## src/rtl/clock_divide_meter_if.sv

```systemverilog
// Measured divided clock plus the measurement results of clock_divide_meter.
interface clock_divide_meter_if #(
  parameter int CNT_W = 8
);
  logic             sig_in;
  logic [CNT_W-1:0] high_time;
  logic [CNT_W-1:0] low_time;
  logic [CNT_W:0]   period;
  logic [5:0]       div_factor;
  logic             factor_ok;
  logic             meas_valid;
  logic             locked;
  logic             stalled;

  modport master (
    input  sig_in,
    output high_time, low_time, period, div_factor,
    output factor_ok, meas_valid, locked, stalled
  );

  modport slave (
    output sig_in,
    input  high_time, low_time, period, div_factor,
    input  factor_ok, meas_valid, locked, stalled
  );
endinterface

```

## src/rtl/clock_divide_meter.sv

```systemverilog
// Measures high/low time and period of a looped-back divided clock and
// recovers the divide factor (half-period = factor + 2) that produced it.
module clock_divide_meter #(
  parameter int CNT_W   = 8,
  parameter int TIMEOUT = 200
) (
  input  logic                 clk,
  input  logic                 rst_n,
  clock_divide_meter_if.master bus
);

  localparam logic [1:0] WAIT_RISE = 2'd0;
  localparam logic [1:0] HIGH      = 2'd1;
  localparam logic [1:0] LOW       = 2'd2;

  localparam logic [CNT_W-1:0] CNT_MAX = {CNT_W{1'b1}};
  localparam logic [CNT_W-1:0] TMO     = CNT_W'(TIMEOUT);
  localparam logic [CNT_W-1:0] ONE     = CNT_W'(1);
  localparam logic [CNT_W-1:0] H_MIN   = CNT_W'(2);
  localparam logic [CNT_W-1:0] H_MAX   = CNT_W'(65);

  logic             s1, s2, s3;
  logic             rise_s, fall_s, strobe, timeout;
  logic [1:0]       state;
  logic [CNT_W-1:0] cnt;
  logic [CNT_W-1:0] high_cap;
  logic [CNT_W:0]   prev_period;
  logic             have_prev;
  logic [CNT_W:0]   new_period;
  logic [5:0]       div_next;
  logic             ok_next;
  logic             lock_next;

  logic [CNT_W-1:0] high_time_r;
  logic [CNT_W-1:0] low_time_r;
  logic [CNT_W:0]   period_r;
  logic [5:0]       div_factor_r;
  logic             factor_ok_r;
  logic             meas_valid_r;
  logic             locked_r;
  logic             stalled_r;

  assign rise_s  = s2 & ~s3;
  assign fall_s  = ~s2 & s3;
  assign strobe  = rise_s | fall_s;
  // A strobe landing on the timeout cycle takes priority over the stall.
  assign timeout = ~strobe && (cnt == TMO);

  assign new_period = {1'b0, high_cap} + {1'b0, cnt};
  assign ok_next    = (high_cap == cnt) && (high_cap >= H_MIN) && (high_cap <= H_MAX);
  assign lock_next  = have_prev && (new_period == prev_period);

  always_comb begin
    div_next = 6'd0;
    if (high_cap > H_MAX)
      div_next = 6'd63;
    else if (high_cap >= H_MIN)
      div_next = 6'(high_cap - H_MIN);
  end

  always_ff @(posedge clk) begin
    if (!rst_n) begin
      s1           <= 1'b0;
      s2           <= 1'b0;
      s3           <= 1'b0;
      state        <= WAIT_RISE;
      cnt          <= '0;
      high_cap     <= '0;
      prev_period  <= '0;
      have_prev    <= 1'b0;
      high_time_r  <= '0;
      low_time_r   <= '0;
      period_r     <= '0;
      div_factor_r <= '0;
      factor_ok_r  <= 1'b0;
      meas_valid_r <= 1'b0;
      locked_r     <= 1'b0;
      stalled_r    <= 1'b0;
    end else begin
      s1           <= bus.sig_in;
      s2           <= s1;
      s3           <= s2;
      meas_valid_r <= 1'b0;

      if (strobe || timeout)
        cnt <= ONE;
      else if (cnt != CNT_MAX)
        cnt <= cnt + ONE;

      case (state)
        WAIT_RISE: if (rise_s) state <= HIGH;
        HIGH: begin
          if (fall_s) begin
            high_cap <= cnt;
            state    <= LOW;
          end
        end
        LOW: begin
          if (rise_s) begin
            high_time_r  <= high_cap;
            low_time_r   <= cnt;
            period_r     <= new_period;
            div_factor_r <= div_next;
            factor_ok_r  <= ok_next;
            locked_r     <= lock_next;
            prev_period  <= new_period;
            have_prev    <= 1'b1;
            meas_valid_r <= 1'b1;
            stalled_r    <= 1'b0;
            state        <= HIGH;
          end
        end
        default: state <= WAIT_RISE;
      endcase

      // Stall drops lock history but keeps the last measurement on the outputs.
      if (timeout) begin
        stalled_r <= 1'b1;
        locked_r  <= 1'b0;
        have_prev <= 1'b0;
        state     <= WAIT_RISE;
      end
    end
  end

  assign bus.high_time  = high_time_r;
  assign bus.low_time   = low_time_r;
  assign bus.period     = period_r;
  assign bus.div_factor = div_factor_r;
  assign bus.factor_ok  = factor_ok_r;
  assign bus.meas_valid = meas_valid_r;
  assign bus.locked     = locked_r;
  assign bus.stalled    = stalled_r;

endmodule

```

## src/flat_wrapper.sv

```systemverilog
// flat-port wrapper written by rule: the top's interface ports become plain ports
module clock_divide_meter_flat 
#(
  parameter int CNT_W   = 8,
  parameter int TIMEOUT = 200
)
  (clk, rst_n, bus_sig_in, bus_high_time, bus_low_time, bus_period, bus_div_factor, bus_factor_ok, bus_meas_valid, bus_locked, bus_stalled);
  clock_divide_meter_if #(.CNT_W(CNT_W)) bus_i ();
  input  logic clk;
  input  logic rst_n;
  input wire logic [$bits(bus_i.sig_in)-1:0] bus_sig_in;
  output wire logic [$bits(bus_i.high_time)-1:0] bus_high_time;
  output wire logic [$bits(bus_i.low_time)-1:0] bus_low_time;
  output wire logic [$bits(bus_i.period)-1:0] bus_period;
  output wire logic [$bits(bus_i.div_factor)-1:0] bus_div_factor;
  output wire logic [$bits(bus_i.factor_ok)-1:0] bus_factor_ok;
  output wire logic [$bits(bus_i.meas_valid)-1:0] bus_meas_valid;
  output wire logic [$bits(bus_i.locked)-1:0] bus_locked;
  output wire logic [$bits(bus_i.stalled)-1:0] bus_stalled;
  assign bus_i.sig_in = bus_sig_in;
  assign bus_high_time = bus_i.high_time;
  assign bus_low_time = bus_i.low_time;
  assign bus_period = bus_i.period;
  assign bus_div_factor = bus_i.div_factor;
  assign bus_factor_ok = bus_i.factor_ok;
  assign bus_meas_valid = bus_i.meas_valid;
  assign bus_locked = bus_i.locked;
  assign bus_stalled = bus_i.stalled;
  clock_divide_meter #(.CNT_W(CNT_W), .TIMEOUT(TIMEOUT)) u_core (.clk(clk), .rst_n(rst_n), .bus(bus_i));
endmodule
```

## config.mk

```make
export PLATFORM = sky130hd
export DESIGN_NAME = clock_divide_meter_flat
export DESIGN_NICKNAME = d
export VERILOG_FILES = /design/src/rtl/clock_divide_meter_if.sv /design/src/rtl/clock_divide_meter.sv /design/src/flat_wrapper.sv
export SDC_FILE = /design/constraint.sdc
export NUM_CORES = 1
export LEC_CHECK = 0
export CAP_MARGIN = 20
export CELL_PAD_IN_SITES_DETAIL_PLACEMENT = 2
export CELL_PAD_IN_SITES_GLOBAL_PLACEMENT = 2
export CORE_MARGIN = 1
export CORE_UTILIZATION = 30
export CTS_CLUSTER_DIAMETER = 50
export DETAILED_ROUTE_END_ITERATION = 6
export GPL_TIMING_DRIVEN = 0
export PLACE_DENSITY = 0.86
export SLEW_MARGIN = 20
export SYNTH_ARGS = -nofsm -noshare
export SYNTH_HDL_FRONTEND = slang
export SYNTH_SLANG_ARGS = --single-unit
```

## constraint.sdc

```tcl
create_clock -name clk -period 3.3 [get_ports clk]
set_input_delay 0.33 -clock clk [delete_from_list [all_inputs] [get_ports clk]]
set_output_delay 0.33 -clock clk [all_outputs]
set_load 0.02 [all_outputs]
```

==> results of run 1 <==
worst max-delay path: cells and delay by family, from the launching register on:
| family | cells | cell delay (ns) |
|---|---|---|
| flops | 1 | 0.41 |
| simple gates | 2 | 0.37 |
| fa+ha+maj | 2 | 0.71 |
| compound gates | 3 | 0.89 |
| mux | 1 | 0.33 |
registers in the layout, indices dropped and copies added (netlist names):
register and count:
u_core.bus.period 9, u_core.bus.high_time 8, u_core.bus.low_time 8, u_core.cnt 8, u_core.high_cap 8, u_core.bus.div_factor 6
u_core.state 2, u_core.bus.factor_ok 1, u_core.bus.locked 1, u_core.bus.meas_valid 1, u_core.bus.stalled 1, u_core.have_prev 1
u_core.s1 1, u_core.s2 1, u_core.s3 1
through the flow:
stage | utilization, % | total power, uW | hold WS (ns)
detailed placement | 37.0 | 772 | 0.423
finish | 39.5 | 1500 | 0.439
floorplan | - | 749 | 0.412
global route | 39.5 | 1550 | 0.467
global placement | 37.0 | 767 | 0.431
CTS | 39.5 | 1520 | 0.449
cells in the mapped netlist (6+ instances only):
cell type  count  area (um2)
xor2_1         7        61.3
a21oi_1       41         205
and3_1         6        37.5
nor2_1        35         131
xnor2_1       11        96.3
o21ai_0       12        60.1
mux2i_1        7        70.1
ha_1          13         163
nand3_1        8        40.0
nand2_1       54         203
dfxtp_1       57        1140
inv_1         10        37.5
clkbuf_1      11        41.3
logic make-up after synthesis:
logic type | Yosys count | synth area share, %
xor+xnor | 20 | 7.31
compound gates | 72 | 15.6
buf+inv | 27 | 3.75
flops | 57 | 41.2
fa+ha+maj | 14 | 6.59
simple gates | 134 | 22.5
mux | 8 | 3.07
power breakdown:
group	internal, uW	switching (uW)
clock network	445	296
registers	693	11.0
logic	19.7	33.7
total	1160	341
how the worst max path moves through the flow:
stage	depth (start not counted)	start	slack (ns)	endpoint
6_report	8	u_core.cnt[0]	0.49	u_core.bus.locked
5_1_grt	8	u_core.cnt[0]	0.41	u_core.bus.locked
4_1_cts	8	u_core.cnt[0]	0.49	u_core.bus.locked
3_5_place_dp	8	u_core.cnt[0]	0.54	u_core.bus.locked
3_3_place_gp	8	u_core.cnt[0]	0.56	u_core.bus.locked
2_1_floorplan	8	u_core.cnt[0]	0.76	u_core.bus.locked
layer usage:
layer | share of wire [%] | GRT usage, %
met1 | 41 | 23.5
met2 | 52 | 38.4
met3 | 3.2 | 4.08
met4 | 3.5 | 10.6
met5 | 0 | 0
layout make-up:
cell class	count	area, um2	share of cell area [%]
Sequential cell	57	1140	32.6
Timing Repair Buffer	37	370	10.6
Buffer	16	62.6	1.79
Multi-Input combinational cell	248	1530	43.6
Inverter	11	41.3	1.18
Clock buffer	11	141	4.04
Clock inverter	5	78.8	2.25
Tap cell	108	135	3.86
==> results.json, run 1 <==
{
  "outcome": "finished with violations",
  "violations": "design-rule violations",
  "cts_tree": "done",
  "grt_pass1_wl_um": 15500,
  "area_growth_pct": 26.2,
  "io_buffers": 37,
  "clock-sinks": 57,
  "h-tree-depth": 3,
  "num_antenna_cells": 0,
  "synth_cell_types": 48,
  "cts_max_path_buffers": 2,
  "min-delay-path-class": "flip-flop to flip-flop",
  "instances_no_fill": 493,
  "fin_setup_tns_ns": 0,
  "synthCells": 332,
  "r2r-start": "u_core.cnt[0]",
  "fin_nets": 397,
  "fillerInstances": 995,
  "layout_min_cycle_time_ns": 2.81,
  "critPathKind": "flip-flop to flip-flop",
  "syn_avg_cell_area_um2": 8.35,
  "r2r-end": "u_core.bus.locked",
  "vias": 2663,
  "period_share_pct": 85.2,
  "synth-seq-area-share_pct": 41.2,
  "cts.root.buffer_cell": "clkbuf_8",
  "io_pins": 38,
  "reg2regPathDepth": 8,
  "cp_max_fo": 7,
  "crit_slowest_cell": "a2111o_1",
  "grt.total_usage_pct": 21.2,
  "cp-start-kind": "flip-flop",
  "path_cells": "ha_1 -> fa_1 -> a21o_1 -> and4_1 -> a2111o_1 -> mux2_4 -> and4_4 -> a31o_1",
  "overflow": 0,
  "slew_headroom_pct": 39.4,
  "hold_path_end": "u_core.s2",
  "ff2ff_setup_slack_ns": 0.49,
  "pre_cts_slack_ns": 0.542,
  "detail_route.wl_per_cell_um": 19.4,
  "synth-main-ff-cell": "dfxtp_1",
  "hold-path-cell-count": 1,
  "tightestPinTransition_ns": 0.904,
  "clk_pin_slew_ns": 0.07,
  "placed_area_mm2": 0.00328,
  "dieArea_mm2": 0.00963,
  "slew_violations": 0,
  "gp_congestion": 0.830,
  "ctsResizeCount": 0,
  "end_kind": "flip-flop",
  "rsz0062_at_grt": "no",
  "wl_um": 9570,
  "vdd_drop_max_v": 0.000199,
  "synthesis.area_mm2": 0.00277,
  "worst_slack_ns": 0.490,
  "fp.dieW_um": 98.1,
  "start_util_pct": 31.3,
  "dp_hpwl_um": 6570,
  "hold_path.startpoint": "u_core.s1",
  "yosysWarnings": 0,
  "firstDrtPassIters": 7,
  "core-area_mm2": 0.00885,
  "drive_above_1_share_pct": 7.01,
  "final_cell_mix": "dfxtp_1 (57), nand2_1 (54), a21oi_1 (41), clkdlybuf4s50_1 (37), nor2_1 (35)",
  "final_common_cell": "dfxtp_1",
  "powerDensity_mw_per_mm2": 428,
  "postLayoutCellArea_mm2": 0.00350,
  "grt_pass1_vias": 2948,
  "cts_hold_buf": 0,
  "async_flop_share_pct": 0,
  "dp.cells": 477,
  "antenna_found_initial": 0,
  "grt_max_degree": 11,
  "p_leak_uw": 0.00135,
  "clk_latency_ns": 0.34,
  "ys_ff_latch": 57,
  "fmax_mhz": 356,
  "post-cts-setup-buffer-count": 0,
  "drtAntennaViolNets": 0,
  "synth_edf_count": 0,
  "drc_errors": 1,
  "setup_viol_count_final": 0,
  "cp.required_ns": 3.54,
  "drt_iter0_markers": 111,
  "rows": 34,
  "die_h_um": 98.1,
  "synth_nets": 349,
  "skew_ns": 0.0111,
  "maxCapViolations": 0,
  "routed_via_density": 5.40,
  "cp.arrival_ns": 3.05,
  "cts-buffers-inserted": 9,
  "hold_viol": 0,
  "slowest_delay_ns": 0.46
}
(Power assumes the default switching activity.)
==> run 2: changes to the inputs <==
Settings changed: CORE_ASPECT_RATIO set to 0.6.
Clock period 3.3 ns to 2.7 ns, I/O delays scaled along.
==> results.json, run 2 (synthesized netlist as in run 1, its figures left out) <==
{
  "outcome": "finished clean",
  "wl_um": 9440,
  "maxCapViolations": 0,
  "skew_ns": 0.00617,
  "crit_buf_inv": 0,
  "end_kind": "flip-flop",
  "cp.arrival_ns": 2.88,
  "tightestPinTransition_ns": 0.916,
  "start_util_pct": 31.8,
  "cts_max_path_buffers": 2,
  "vdd_drop_max_v": 0.000302,
  "cp.required_ns": 2.92,
  "critPathKind": "flip-flop to flip-flop",
  "fin_nets": 398,
  "period_share_pct": 98.5,
  "area_growth_pct": 28.5,
  "hold_viol": 0,
  "num_antenna_cells": 0,
  "cts_hold_buf": 0,
  "vias": 2604,
  "clk_pin_slew_ns": 0.05,
  "fmax_mhz": 376,
  "cts.root.buffer_cell": "clkbuf_16",
  "fp.dieW_um": 126,
  "firstDrtPassIters": 4,
  "placed_area_mm2": 0.00328,
  "die_h_um": 76.5,
  "grt.total_usage_pct": 21.2,
  "largest_reg_flops": 9,
  "drive_above_1_share_pct": 7.31,
  "drtAntennaViolNets": 0,
  "cp_max_fo": 4,
  "detail_route.wl_per_cell_um": 19.1,
  "slew_violations": 0,
  "rsz0062_at_grt": "no",
  "h-tree-depth": 3,
  "crit_family": "compound AO/OA/AOI/OAI gates",
  "min-delay-path-class": "flip-flop to flip-flop",
  "routed_via_density": 5.26,
  "gp_congestion": 0.907,
  "dieArea_mm2": 0.00964,
  "overflow": 0,
  "powerDensity_mw_per_mm2": 541,
  "slowest_delay_ns": 0.42,
  "dp_hpwl_um": 6860,
  "drt_iter0_markers": 107,
  "clock-sinks": 57,
  "postLayoutCellArea_mm2": 0.00356,
  "final_cell_mix": "dfxtp_1 (55), nand2_1 (54), a21oi_1 (41), clkdlybuf4s50_1 (37), nor2_1 (35)",
  "clk_latency_ns": 0.33,
  "grt_max_degree": 11,
  "total_power_uw": 1930,
  "multiInputGateArea_mm2": 0.00155,
  "path_cells": "ha_2 -> fa_1 -> a21o_1 -> and4_1 -> a2111o_1 -> mux2_4 -> and4_4 -> a31o_1",
  "cts_tree": "done",
  "setup_viol_count_final": 0,
  "io_pins": 38,
  "fin_util_pct": 40.9,
  "cts-buffers-inserted": 9,
  "antenna_found_initial": 0,
  "core-area_mm2": 0.00872,
  "final_common_cell": "dfxtp_1",
  "crit_slowest_cell": "fa_1",
  "cp-start-kind": "flip-flop",
  "grt_pass1_wl_um": 15500,
  "fillerInstances": 968,
  "drc_errors": 0,
  "hold_ws_ns": 0.444,
  "ff_latch_area_mm2": 0.00114,
  "p_leak_uw": 0.00136,
  "slew_headroom_pct": 38.6,
  "io_buffers": 37,
  "rows": 26,
  "grt_pass1_vias": 2878,
  "layout_min_cycle_time_ns": 2.66
}
[run 2: changes by cell type in the layout (fill, tap and decap cells not counted), moves of 2 or more]
cell	change
dfxtp_2	+2
clkbuf_16	+9
bufinv_16	-2
clkbuf_8	-9
dfxtp_1	-2
[run 2: worst paths after layout]
kind              slack [ns]           endpoint               start  depth (start not counted)
hold reg to reg         0.44          u_core.s2           u_core.s1                          1
setup reg to reg        0.04  u_core.bus.locked  u_core.high_cap[0]                          8
hold / removal          0.44          u_core.s2           u_core.s1                          1
setup / recovery        0.04  u_core.bus.locked  u_core.high_cap[0]                          8
[run 2: power by group]
group / total (uW) / internal, uW / switching, uW
clock: 998 / 627 / 371
combinational: 64.8 / 24.3 / 40.5
sequential: 863 / 850 / 13.3
total: 1930 / 1500 / 425
[run 2: worst register-to-register path, stage by stage (launching register included)]
cell and delay [ns]:
dfxtp_1 0.39, ha_2 0.25, fa_1 0.42, a21o_1 0.21, and4_1 0.20, a2111o_1 0.39, mux2_4 0.31, and4_4 0.17
a31o_1 0.22
[run 2: through the flow]
| step | instances | setup TNS [ns] | setup WS (ns) |
|---|---|---|---|
| after CTS | 495 | 0 | 0.0339 |
| after detailed placement | 481 | -0.0325 | -0.0325 |
| after global placement | 481 | -0.0341 | -0.0341 |
| final | 495 | 0 | 0.0398 |
| after global routing | 495 | 0 | 0.00873 |
| after floorplan | 332 | 0 | 0.160 |
[run 2: timing repair]
action                     CTS  global route
setup endpoints to repair    1             2
gates cloned                 0             0
pin swaps                    1             0
resized for setup            1             4
buffers inserted             1             0
[run 2: routing by layer]
layer	wire, um	track usage [%]	share of wire (%)
met5	0	0	0
met3	345	5.97	3.7
met2	4360	34.6	46
met1	4600	27.4	49
met4	137	5.30	1.5
[run 2: layout make-up]
| type | count | share of cell area (%) |
|---|---|---|
| Multi-Input combinational cell | 248 | 43.4 |
| Sequential cell | 57 | 32.1 |
| Timing Repair Buffer | 38 | 10.6 |
| Clock buffer | 12 | 6.92 |
| Tap cell | 112 | 3.93 |
| Buffer | 16 | 1.76 |
| Inverter | 11 | 1.16 |
| Clock inverter | 1 | 0.140 |
==> run 3: changes to the inputs <==
Settings changed: SLEW_MARGIN 20 to 0.
==> results of run 3 <==
Same layout as run 2: the final DEF is identical, and so are final timing and power.
